--- src/rtl/muldiv_seq.sv ---
// muldiv_seq -- iterative multiply/divide unit owning the HI/LO register pair.
//
// Executes mult (shift-add) and div (restoring) one bit per cycle and serves
// mfhi/mflo reads. It stalls the core when a start or read arrives while busy.
//
// Parameters
//   WIDTH  operand width; HI and LO are WIDTH bits each
//   CNT_W  iteration counter width; 2**CNT_W must exceed WIDTH
//
// Ports
//   clk        rising-edge clock
//   reset      synchronous, active-high reset (aborts any op in flight)
//   start_mul  request multiply a*b (wins if start_div is also high)
//   start_div  request divide a/b
//   op_signed  signed operation (honoured only with MULDIV_SIGNED_EN)
//   a, b       operands (rs, rt), latched at the accepting edge
//   rd_hilo    mfhi/mflo read request
//   sel_hi     1 = read HI, 0 = read LO
//   rdata      selected HI or LO, combinational from the registers
//   busy       unit not idle
//   stall      start or read request while busy
//   done       one-cycle pulse in the first idle cycle after HI/LO update
//
// Configuration macro
//   MULDIV_SIGNED_EN  when defined, op_signed=1 runs on operand magnitudes and
//                     fixes the result sign in FIN; when undefined, op_signed
//                     is ignored and every op is unsigned.

module muldiv_seq #(
  parameter int WIDTH = 32,
  parameter int CNT_W = 6
) (
  input  logic             clk,
  input  logic             reset,
  input  logic             start_mul,
  input  logic             start_div,
  input  logic             op_signed,
  input  logic [WIDTH-1:0] a,
  input  logic [WIDTH-1:0] b,
  input  logic             rd_hilo,
  input  logic             sel_hi,
  output logic [WIDTH-1:0] rdata,
  output logic             busy,
  output logic             stall,
  output logic             done
);

  typedef enum logic [1:0] {S_IDLE, S_RUN, S_FIN} state_t;

  state_t             state, state_next;
  logic [CNT_W-1:0]   cnt;
  logic [WIDTH-1:0]   hi, lo, opb;
  logic [2*WIDTH-1:0] acc, acc_step;
  logic               is_div;
  logic               start_any;
  logic [WIDTH-1:0]   opa_in, opb_in;
  logic [WIDTH-1:0]   fin_hi, fin_lo;
  logic [WIDTH:0]     mul_sum, div_shift, div_diff;
  logic               div_ge;

  assign start_any = start_mul | start_div;
  assign busy      = (state != S_IDLE);
  assign stall     = (start_any | rd_hilo) & busy;
  assign rdata     = sel_hi ? hi : lo;

`ifdef MULDIV_SIGNED_EN
  logic a_neg, b_neg, neg_q, neg_r;

  assign a_neg  = op_signed & a[WIDTH-1];
  assign b_neg  = op_signed & b[WIDTH-1];
  assign opa_in = a_neg ? -a : a;
  assign opb_in = b_neg ? -b : b;

  // Divide by zero leaves the quotient as all ones; the remainder path still
  // restores the dividend's sign so HI reads back as the original a.
  always_comb begin
    fin_hi = acc[2*WIDTH-1:WIDTH];
    fin_lo = acc[WIDTH-1:0];
    if (is_div) begin
      if (neg_q) fin_lo = -acc[WIDTH-1:0];
      if (neg_r) fin_hi = -acc[2*WIDTH-1:WIDTH];
    end else if (neg_q) begin
      {fin_hi, fin_lo} = -acc;
    end
  end
`else
  logic unused_sign;

  assign unused_sign = op_signed;
  assign opa_in      = a;
  assign opb_in      = b;

  always_comb begin
    fin_hi = acc[2*WIDTH-1:WIDTH];
    fin_lo = acc[WIDTH-1:0];
  end
`endif

  // Both ops share one accumulator: the upper half is the partial product or
  // partial remainder, the lower half the multiplier or dividend being
  // consumed. A zero divisor naturally yields quotient all ones and
  // remainder equal to the dividend.
  always_comb begin
    mul_sum   = {1'b0, acc[2*WIDTH-1:WIDTH]} + (acc[0] ? {1'b0, opb} : '0);
    div_shift = {acc[2*WIDTH-1:WIDTH], acc[WIDTH-1]};
    div_diff  = div_shift - {1'b0, opb};
    div_ge    = (div_shift >= {1'b0, opb});
    if (is_div) begin
      acc_step = {(div_ge ? div_diff[WIDTH-1:0] : div_shift[WIDTH-1:0]),
                  acc[WIDTH-2:0], div_ge};
    end else begin
      acc_step = {mul_sum, acc[WIDTH-1:1]};
    end
  end

  always_comb begin
    state_next = state;
    case (state)
      S_IDLE:  if (start_any) state_next = S_RUN;
      S_RUN:   if (cnt == CNT_W'(1)) state_next = S_FIN;
      S_FIN:   state_next = S_IDLE;
      default: state_next = S_IDLE;
    endcase
  end

  always_ff @(posedge clk) begin
    if (reset) begin
      state  <= S_IDLE;
      hi     <= '0;
      lo     <= '0;
      cnt    <= '0;
      done   <= 1'b0;
      acc    <= '0;
      opb    <= '0;
      is_div <= 1'b0;
`ifdef MULDIV_SIGNED_EN
      neg_q  <= 1'b0;
      neg_r  <= 1'b0;
`endif
    end else begin
      state <= state_next;
      done  <= (state == S_FIN);
      case (state)
        S_IDLE: begin
          if (start_any) begin
            acc    <= {{WIDTH{1'b0}}, opa_in};
            opb    <= opb_in;
            is_div <= ~start_mul;
            cnt    <= CNT_W'(WIDTH);
`ifdef MULDIV_SIGNED_EN
            neg_q  <= (a_neg ^ b_neg) & ~(~start_mul & (b == '0));
            neg_r  <= a_neg;
`endif
          end
        end
        S_RUN: begin
          acc <= acc_step;
          cnt <= cnt - 1'b1;
        end
        S_FIN: begin
          hi <= fin_hi;
          lo <= fin_lo;
        end
        default: ;
      endcase
    end
  end

endmodule

--- config.mk ---
export PLATFORM = sky130hd
export DESIGN_NAME = muldiv_seq
export DESIGN_NICKNAME = d
export VERILOG_FILES = /design/src/rtl/muldiv_seq.sv
export SDC_FILE = /design/constraint.sdc
export NUM_CORES = 1
export LEC_CHECK = 0
export CORE_MARGIN = 1
export CORE_UTILIZATION = 30
export DETAILED_ROUTE_END_ITERATION = 10
export GPL_ROUTABILITY_DRIVEN = 0
export RECOVER_POWER = 25
export SYNTH_ARGS = -nofsm -noshare
export SYNTH_HDL_FRONTEND = slang
export SYNTH_SLANG_ARGS = --single-unit
--- constraint.sdc ---
create_clock -name clk -period 3.13 [get_ports clk]
set_input_delay 0.626 -clock clk [delete_from_list [all_inputs] [get_ports clk]]
set_output_delay 0.626 -clock clk [all_outputs]
set_load 0.01 [all_outputs]
==> metrics.cfg <==
[logic_synthesis]
synth_top_flop_cell = dfxtp_1
synth_xor_area_frac = 0.0394
syn-num-nets = 1606
synth_compound_area_frac = 0.265
synth.area.mux_share = 0.0392
synth_top_family_by_area = compound AO/OA/AOI/OAI gates
synth_fa_ha_area_frac = 0.0779
synth_top_area_frac = 0.306
synthArstFlopShare = 0
synth_edf_count = 0
yosysWarnings = 0
synth.cell_area_sq_um = 11100
yosysSeqAreaShare = 0.306
yosys.area_share.simple = 0.220
avgSynthCellArea_sq_um = 7.57
netlist_instances = 1467
synth_cell_types = 70
yosys-top-cells-area = dfxtp_1 31%, nand2_1 11%, a21oi_1 8.2%, ha_1 7.4%, mux2_2 3.6%
ys_ff_latch = 170
yosys.area.top_type = dfxtp_1

[grt]
grt_pass1_wl_mm = 56.9
first_global_vias = 10707
grt_max_degree = 135
grt_overflow = 0
antenna_found_initial = 0
grtUsageTotal = 0.186

[pwr]
clock_power_share = 0.337
power_frac_comb = 0.287
power_density_nw_per_um2 = 436
p_sw_w = 0.00210
switching_share = 0.328
leakage_nw = 5.68
peakVddDrop_mv = 0.429
internal_power_w = 0.00429
power_frac_seq = 0.375

[sta]
whs_ns = 0.452
slew_headroom = 0.360
drv_slew = 0
fin_crit_ns = 3.08
fin_crit_sh = 0.983
rsz0062_at_grt = true
skew_ns = 0.0115
setup_viol = 0
hold_viol = 0
fmax_mhz = 325
tightest_slew_ns = 0.956
worst_slack_ns = 0.0524

[detailed_routing]
wirelength_mm = 36.2
drcViolationCount = 0
wl_per_cell_um = 17.2
first_pass_iters = 5
first_iter_violations = 776
vias = 11238
ant_nets = 0
avgViaCountPerCell = 5.33

[floorplanning]
core_sq_um = 36500
io_pins = 106
start_util = 0.304
dieArea_sq_um = 37800
rows = 70
die_y_um = 194
dieWidth_um = 194

[critical_path]
crit_chain = inv_1 > ha_1 > o21ai_0 > nor2_2 > o311a_1 > a21oi_4 > o31ai_4 > a41oi_4 > buf_4 > buf_4 > a32o_1 > a21oi_2 > o32ai_2
crit_buf_inv = 3
critPathArrivalTime_ns = 3.37
ff2ff_setup_slack_ns = 0.05
required_ns = 3.42
crit_family = compound AO/OA/AOI/OAI gates
slowest_delay_ns = 0.35
crit_path_start_kind = flip-flop
critPathLaunch = opb[7]$_SDFFE_PP0P_
r2r_start = opb[7]$_SDFFE_PP0P_
path_max_fanout = 5
crit_path_frequent_cell = buf_4
cp_slowest_cell = dfxtp_1
critPathCaptureType = flip-flop
path_class = reg2reg

[clock_network]
clk_latency_ns = 0.44
cts_buffers = 17
cts_sinks = 170
clk_path_buf_depth = 2
clockRootBuffer = clkbuf_16
h-tree-depth = 4
cts_tree = yes
clk_pin_slew_ns = 0.07

[min_path]
hold_start = lo[15]$_SDFFE_PP0P_
hold_class = reg2reg

[layout]
drive_gt1_frac = 0.184
syn2layout_area_growth_pct = 31.8
layout_commonest_cell = nand2_1
layout_common_cells = 317 x nand2_1, 168 x a21oi_1, 164 x dfxtp_1
num_antenna_cells = 0
final_cell_count_no_fill = 2108
fin_nets = 1766

[run_status]
status = complete, no violations

[place]
dpl.hpwl_mm = 26.0
numPortBuffers = 104
dp_slack_ns = -0.164
dp_cells = 2063

[flow_run]
maxCapViolCount = 0

[cell type report]
type                            instances  area, sq um
Fill cell                            3690        21900
Multi-Input combinational cell       1155         7690
Sequential cell                       170         3410
Timing Repair Buffer                  235         2190
Tap cell                              468          586
Clock buffer                           22          484
Inverter                               48          180
Clock inverter                         10          106
[registers in the layout, summed over array words and instances, names as in the netlist]
register / cells
lo: 32
opb: 32
hi: 32
cnt: 6
done: 1
is_div: 1
acc: 64
state: 2
[layer usage]
metal  part of all wire  GRT usage
met3              0.051     0.0264
met4              0.023     0.0550
met5                  0          0
met1               0.46      0.253
met2               0.46      0.305
[logic make-up after synthesis]
| family | after synthesis |
|---|---|
| and+or+nand+nor | 545 |
| adders and majority gates | 68 |
| DFF | 170 |
| muxes | 39 |
| AOI/OAI and AO/OA | 452 |
| buffers and inverters | 143 |
| xor gates and xnor gates | 50 |
[worst min-delay path: stages, from the launching register on]
cell and delay, ns:
dfxtp_1 0.31, nand2_1 0.05, a21oi_1 0.05
[per-stage QoR]
step           instance area, sq um     TNS, ns  utilization  total power [W]
2_1_floorplan                 11100           0            -          0.00348
3_3_place_gp                  13400      -0.727        0.366          0.00407
3_5_place_dp                  13400      -0.808        0.366          0.00410
4_1_cts                       14100  -0.0000249        0.386          0.00628
5_1_grt                       14600      -0.140        0.401          0.00668
6_report                      14600           0        0.401          0.00638
[cell usage after synthesis (12+ instances only)]
cell,count
dfxtp_1,170
nor2_1,62
nor3_1,16
buf_1,18
and2_1,36
nor2b_1,38
o21ai_0,48
a21o_1,19
xnor2_1,26
inv_1,48
o21ai_1,12
a21oi_1,181
nand3_1,18
a311oi_1,36
xor2_1,24
a22oi_1,22
clkbuf_1,70
ha_1,66
mux2_2,36
a211oi_1,44
nand2_1,319
nand2b_1,14
[what timing repair did]
| item | 4_1_cts | 5_1_grt |
|---|---|---|
| hold buffers | 0 | 0 |
| pin swaps | 14 | 28 |
| gates resized for setup | 25 | 81 |
| gates cloned | 1 | 2 |
| setup buffers | 1 | 9 |
| setup endpoints to repair | 26 | 31 |
[power by group through the flow]
stage | logic [W] | clock network [W] | registers [W]
floorplan | 0.00108 | 0 | 0.00240
global placement | 0.00164 | 0 | 0.00244
detailed placement | 0.00166 | 0 | 0.00244
CTS | 0.00170 | 0.00219 | 0.00239
global route | 0.00200 | 0.00227 | 0.00241
finish | 0.00183 | 0.00215 | 0.00239
[final timing paths]
| path | endpoint | depth (start not counted) |
|---|---|---|
| min | lo[15]$_SDFFE_PP0P_ | 2 |
| max reg2reg | acc[58]$_SDFFE_PP0P_ | 13 |
| min reg2reg | lo[15]$_SDFFE_PP0P_ | 2 |
| max | acc[58]$_SDFFE_PP0P_ | 13 |
(Power assumes the default switching activity.)
